--- src/rtl/vc_fifo.sv ---
// Multi-channel packet FIFO. NCH independent queues of DEPTH words share one storage array.
// Each channel has wrap-bit pointers, FWFT read data, and sticky overflow/underflow flags.
module vc_fifo #(
   parameter  int W        = 32,
   parameter  int DEPTH    = 4,
   parameter  int NCH      = 2,
   parameter  int AFULL_TH = 3,
   localparam int AW       = $clog2(DEPTH),
   localparam int CW       = AW + 1,
   localparam int CHW      = (NCH > 1) ? $clog2(NCH) : 1
) (
   input  logic              clk,
   input  logic              rst,
   input  logic [W-1:0]      in_data,
   input  logic [CHW-1:0]    in_ch,
   input  logic              we,
   input  logic [CHW-1:0]    rd_ch,
   input  logic              re,
   output logic [W-1:0]      out_data,
   output logic [NCH-1:0]    full,
   output logic [NCH-1:0]    afull,
   output logic [NCH-1:0]    empty,
   output logic [NCH*CW-1:0] count,
   output logic [NCH-1:0]    ovf,
   output logic [NCH-1:0]    udf
);

   logic [CW-1:0]       r_head [NCH];
   logic [CW-1:0]       r_tail [NCH];
   logic [W-1:0]        r_mem  [NCH*DEPTH];
   logic [NCH-1:0]      r_ovf;
   logic [NCH-1:0]      r_udf;

   logic [CW-1:0]       w_cnt  [NCH];
   logic [NCH-1:0]      w_wr_en;
   logic [NCH-1:0]      w_rd_en;
   logic [NCH-1:0]      w_ovf_set;
   logic [NCH-1:0]      w_udf_set;
   logic [AW-1:0]       w_wr_ptr;
   logic [AW-1:0]       w_rd_ptr;
   logic                w_rd_hit;
   logic [CHW+AW-1:0]   w_wr_addr;
   logic [CHW+AW-1:0]   w_rd_addr;

   // Status flags come straight from the registered pointers; the MSB is the wrap bit.
   always_comb begin
      full  = '0;
      afull = '0;
      empty = '0;
      count = '0;
      for (int c = 0; c < NCH; c++) begin
         w_cnt[c]            = r_head[c] - r_tail[c];
         empty[c]            = (r_head[c] == r_tail[c]);
         full[c]             = (r_head[c][AW-1:0] == r_tail[c][AW-1:0]) &&
                               (r_head[c][AW] != r_tail[c][AW]);
         afull[c]            = (w_cnt[c] >= CW'(AFULL_TH));
         count[c*CW +: CW]   = w_cnt[c];
      end
   end

   // A channel number with no matching c selects nothing, so out-of-range requests are inert.
   // NOTE: every variable gets a default before the loop so no latch is inferred.
   always_comb begin
      w_wr_en   = '0;
      w_rd_en   = '0;
      w_ovf_set = '0;
      w_udf_set = '0;
      w_wr_ptr  = '0;
      w_rd_ptr  = '0;
      w_rd_hit  = 1'b0;
      for (int c = 0; c < NCH; c++) begin
         if (in_ch == CHW'(c)) begin
            w_wr_ptr     = r_head[c][AW-1:0];
            w_wr_en[c]   = we && !full[c];
            w_ovf_set[c] = we && full[c];
         end
         if (rd_ch == CHW'(c)) begin
            w_rd_ptr     = r_tail[c][AW-1:0];
            w_rd_hit     = !empty[c];
            w_rd_en[c]   = re && !empty[c];
            w_udf_set[c] = re && empty[c];
         end
      end
   end

   assign w_wr_addr = {in_ch, w_wr_ptr};
   assign w_rd_addr = {rd_ch, w_rd_ptr};
   assign out_data  = w_rd_hit ? r_mem[w_rd_addr] : '0;
   assign ovf       = r_ovf;
   assign udf       = r_udf;

   // NOTE: storage has no reset; the pointers alone define which words are valid.
   always_ff @(posedge clk) begin
      if (!rst && (|w_wr_en))
         r_mem[w_wr_addr] <= in_data;
   end

   // NOTE: sequential state uses non-blocking assignments so every flop samples pre-edge values.
   always_ff @(posedge clk) begin
      if (rst) begin
         for (int c = 0; c < NCH; c++) begin
            r_head[c] <= '0;
            r_tail[c] <= '0;
         end
         r_ovf <= '0;
         r_udf <= '0;
      end else begin
         for (int c = 0; c < NCH; c++) begin
            if (w_wr_en[c])
               r_head[c] <= r_head[c] + 1'b1;
            if (w_rd_en[c])
               r_tail[c] <= r_tail[c] + 1'b1;
         end
         r_ovf <= r_ovf | w_ovf_set;
         r_udf <= r_udf | w_udf_set;
      end
   end

endmodule

--- config.mk ---
export PLATFORM = sky130hd
export DESIGN_NAME = vc_fifo
export DESIGN_NICKNAME = d
export VERILOG_FILES = /design/src/rtl/vc_fifo.sv
export SDC_FILE = /design/constraint.sdc
export NUM_CORES = 1
export LEC_CHECK = 0
export CAP_MARGIN = 10
export CORE_AREA = 4 4 141 143
export CTS_CLUSTER_SIZE = 25
export DETAILED_ROUTE_END_ITERATION = 12
export DIE_AREA = 0 0 145 147
export MAX_ROUTING_LAYER = met4
export PLACE_DENSITY = 0.92
export SYNTH_ARGS = -nofsm -noshare
export SYNTH_HDL_FRONTEND = slang
export SYNTH_SLANG_ARGS = --single-unit
--- constraint.sdc ---
create_clock -name clk -period 8.4 [get_ports clk]
set_input_delay 1.26 -clock clk [delete_from_list [all_inputs] [get_ports clk]]
set_output_delay 1.26 -clock clk [all_outputs]
set_load 0.005 [all_outputs]
==> results <==
- The relative max-transition margin is 31.5%.
- Counting flops and latches in the post-synthesis netlist gives 272.
- The detail route stage leaves a number of antenna-violating nets equal to 0.
- The net count of the finished layout is 783.
- The peak ir drop on the vdd network is 0.000221 V.
- The initial antenna violation count was 0.
- In this run the clock root is driven by a sky130_fd_sc_hd__clkbuf_16.
- The total number of yosys warnings is 0.
- The maximum fanout count along the critical path is 28.
- The H-tree depth reported by CTS is 1.
- The dominant register cell in the synthesized netlist is sky130_fd_sc_hd__edfxtp_1.
- Wires add up to around 25,000 um.
- Using the TritonRoute via totals, the vias-per-cell ratio works out to 6.42.
- In the final timing run, aggregate negative setup slack is 0 ps.
- In this run the biggest area consumer among cell types represents slightly above 70% of the synthesized area.
- Synthesis produced a netlist with a net count of between 600 and 700.
- Timing would allow up to approximately 0.16 GHz.
- The mapped netlist covers 11,100 sq um.
- Grouping stages by cell kind, the critical path spends the most delay in buffers and inverters.
- The post-route total power is 3.09 mW.
- The TritonCTS clock tree is built.
- For the pin with the worst max-slew slack, the measured transition is 1010 ps.
- The net switching power is between 0.7 and 0.8 mW.
- Post-CTS timing repair inserted 0 buffers for setup.
- The detail-routed net length per standard cell is 25.8 um.
- The congestion estimate from routability-driven global placement came to approximately 0.8.
- The number of instances in the synthesized netlist is between 600 and 700.
- The mean instance size in the synthesized netlist is between 15 and 20 sq um.
- The switching share of power is 23.2%.
- The effective utilization at floorplan is 59.7%.
- The number of global-route vias before repair is 6,524.
- Summed over all cells, the static leakage comes to 4.27 nW.
- The power share of the sequential group is 49.8%.
- After clock tree synthesis, the clock-pin slew on the worst setup and hold paths is 60 ps.
- The die footprint is 21,300 sq um.
- The TritonCTS buffer count is 27.
- The count of buffers inserted at the top-level ports is 85.
- Summed over all nets, the half-perimeter wirelength after detailed placement is 13,800 um.
- After layout, the worst setup slack is 2110 ps.
- The number of sinks on the clock net is 272.
- The number of failing hold endpoints at the final stage is 0.
- The clock reaches the later pin of the worst-skew pair after 530 ps.
- For this run, design rule violations remaining after detail routing come to 0.
- The pre-antenna-repair detailed-routing pass consisted of 5 iterations.
- The core region is 18,600 sq um.
- The final worst clock skew is 9.90 ps.
- Setup repair after global routing left no endpoint under its margin.
- The worst min-delay path category is flop to flop.
- The total via count in the routed design is 6,322.
- The proportion of synthesized chip area in sequential cells is 73.3%.
- The type of the setup path with the least slack is primary input to primary output.
- The number of I/O pins is 86.
- Combinational logic is responsible for 14.0% of the overall power.
- The worst setup path is launched from a primary input.
- The first-iteration detailed-routing DRC count is 743.
- The async set or reset register ratio after synthesis is 0%.
- Of the available clock period, the critical path in the final layout requires 74.9%.
- In this run the number of cells on the critical path is 7.
- The total buffers and inverters traversed by the critical path is 4.
- Global routing finished with a remaining overflow of 0.
- The wire length of the first global-routing pass is a little under 40,000 um.
- Yosys mapped a number of flops with a built-in enable equal to 268.
- The clock power share is 36.1%.
- The commonest cells after synthesis are sky130_fd_sc_hd__edfxtp_1, sky130_fd_sc_hd__nand2_1, sky130_fd_sc_hd__nor2_1, sky130_fd_sc_hd__mux2i_1, sky130_fd_sc_hd__mux4_2.
- The signal on the critical path passes through clkdlybuf4s50_1 > inv_2 > a21oi_2 > nor2_2 > buf_4 > a221oi_1 > clkdlybuf4s50_1.
- The signal arrival time at the worst endpoint is between 5000 and 6000 ps.
- The number of gates given a new drive strength after cts is 0.
- The floorplan row count is 50.
- The cell occurring most often along the worst timing path is sky130_fd_sc_hd__clkdlybuf4s50_1.
- The global router's overall resource usage is about 24%.
- The worst slack after detailed placement is 2140 ps.
- The most frequent cell after synthesis is sky130_fd_sc_hd__edfxtp_1.
- Subtracting the final worst setup slack from the clock period gives 6290 ps.
- In the post-synthesis netlist, the biggest area contributors are sky130_fd_sc_hd__edfxtp_1, sky130_fd_sc_hd__mux4_2, sky130_fd_sc_hd__mux2i_1, sky130_fd_sc_hd__a221oi_2, sky130_fd_sc_hd__nand2_1.
- The run finished with clean final reports.
- Setup violations remaining at the end of the flow were counted as 0.
- For the worst setup path, the data required time is 7140 ps.
- The die is 147 um tall.
- In the final layout, the share of cells above drive strength 1 is 15.3%.
- The critical-path cell with the highest stage delay is sky130_fd_sc_hd__clkdlybuf4s50_1.
- The longest clock path from root to sink contains 3 buffers.
- The top cell type by total area after synthesis is sky130_fd_sc_hd__edfxtp_1.
- Across the run, the number of max-cap violations was 0.
- The internal portion of the total power is 2.37 mW.
- The worst hold path was traced through 2 stages.
- The number of pins exceeding their max-slew limit in the final report was 0.
- For this design, the CTS-stage hold fixing added 0 buffers.
- In this design, the stage delay of the slowest critical-path cell is about 1100 ps.
- The pin count of the biggest net entering global routing is 46.
- Dividing total power by cell area gives a power density of 238 nW/um^2.
- The width of the chip is 145 um.
- The synthesis-to-finish area growth is 17.2%.
- The worst register-to-register path has a depth of 8.
- The type of destination of the critical path is a primary output.
- The number of distinct library cell variants in the gate-level netlist after synthesis is 50.
==> metal layers <==
metal / up-vias / wire [um] / GRT usage (%)
met2: 351 / 13100 / 41.2
met3: 54 / 2140 / 4.63
met1: 3189 / 9490 / 30.2
met4: 0 / 682 / 7.84
met5: - / 0 / -
li1: 2728 / - / -
==> worst register-to-register path: stages (launching register included) <==
cell,delay (ps)
sky130_fd_sc_hd__edfxtp_1,340
sky130_fd_sc_hd__buf_4,540
sky130_fd_sc_hd__clkinv_1,580
sky130_fd_sc_hd__ha_1,470
sky130_fd_sc_hd__and2_1,180
sky130_fd_sc_hd__nand3_1,110
sky130_fd_sc_hd__nand3_1,420
sky130_fd_sc_hd__nor4b_2,360
sky130_fd_sc_hd__buf_4,530
==> cells in the final DEF (no fill, tap or decap), drive strengths merged, types with 2 or more instances in the layout <==
cell type      netlist  layout
a31o                23      23
and2                 3       3
a221oi              23      23
clkbuf               9      33
dfxtp                4       4
edfxtp             268     268
nor2                54      54
mux4                25      25
o21a                 7       7
o41ai                7       7
o22ai                8       8
mux2i               41      41
xor2                 2       2
clkinv               1       9
bufinv               0       2
o21bai               4       4
o21ai                3       3
nor4                 5       5
nor3b                8       8
nor3                18      18
fa                   2       2
buf                 26      15
xnor2                8       8
nand3                3       3
nand2               52      52
clkdlybuf4s50        0      85
a31oi                3       3
ha                   8       8
a21o                 2       2
inv                 12      13
==> through the flow <==
step | area (sq um) | hold slack [ps] | instances | util, %
2_1_floorplan | 11100 | 461 | 641 | -
3_3_place_gp | 12200 | 449 | 940 | 65.7
3_5_place_dp | 12200 | 469 | 940 | 65.7
4_1_cts | 13000 | 483 | 984 | 70.0
5_1_grt | 13000 | 519 | 984 | 70.0
6_report | 13000 | 475 | 985 | 70.0
==> layout make-up <==
class,count,area (sq um)
repair buffers,100,963
inverters,13,48.8
well taps,234,293
clock buffers,33,698
flip-flops and latches,272,8130
clock inverters,11,103
fillers,1094,5580
diodes,1,2.50
multi-input cells,321,2770
==> power by group through the flow <==
| stage | clock network, mW | logic, mW | registers [mW] |
|---|---|---|---|
| after floorplan | 0 | 0.240 | 1.56 |
| after global placement | 0 | 0.413 | 1.57 |
| after detailed placement | 0 | 0.429 | 1.57 |
| after CTS | 1.13 | 0.437 | 1.54 |
| after global routing | 1.19 | 0.465 | 1.54 |
| final | 1.12 | 0.434 | 1.54 |
==> cell families after synthesis <==
| logic type | count (synthesis) | share of synthesized area (%) |
|---|---|---|
| adders and majority gates | 10 | 1.26 |
| AOI/OAI and AO/OA | 85 | 7.37 |
| xor gates and xnor gates | 10 | 0.857 |
| DFF | 272 | 73.3 |
| and+or+nand+nor | 149 | 5.98 |
| buffers and inverters | 48 | 2.28 |
| muxes | 67 | 8.99 |
==> worst paths after layout <==
kind	startpoint	endpoint	slack, ps
worst max-delay path	rd_ch	out_data[8]	2110
worst min-delay path	ovf[1]	ovf[1]	480
worst max register to register	r_tail[0][4]	r_mem[4][17]	4480
worst min register to register	ovf[1]	ovf[1]	480
==> registers in the layout, indices dropped and copies added, names as in the netlist <==
register,cells
r_head,6
udf,2
r_mem,256
ovf,2
r_tail,6
Power figures use the tool's default switching activity.
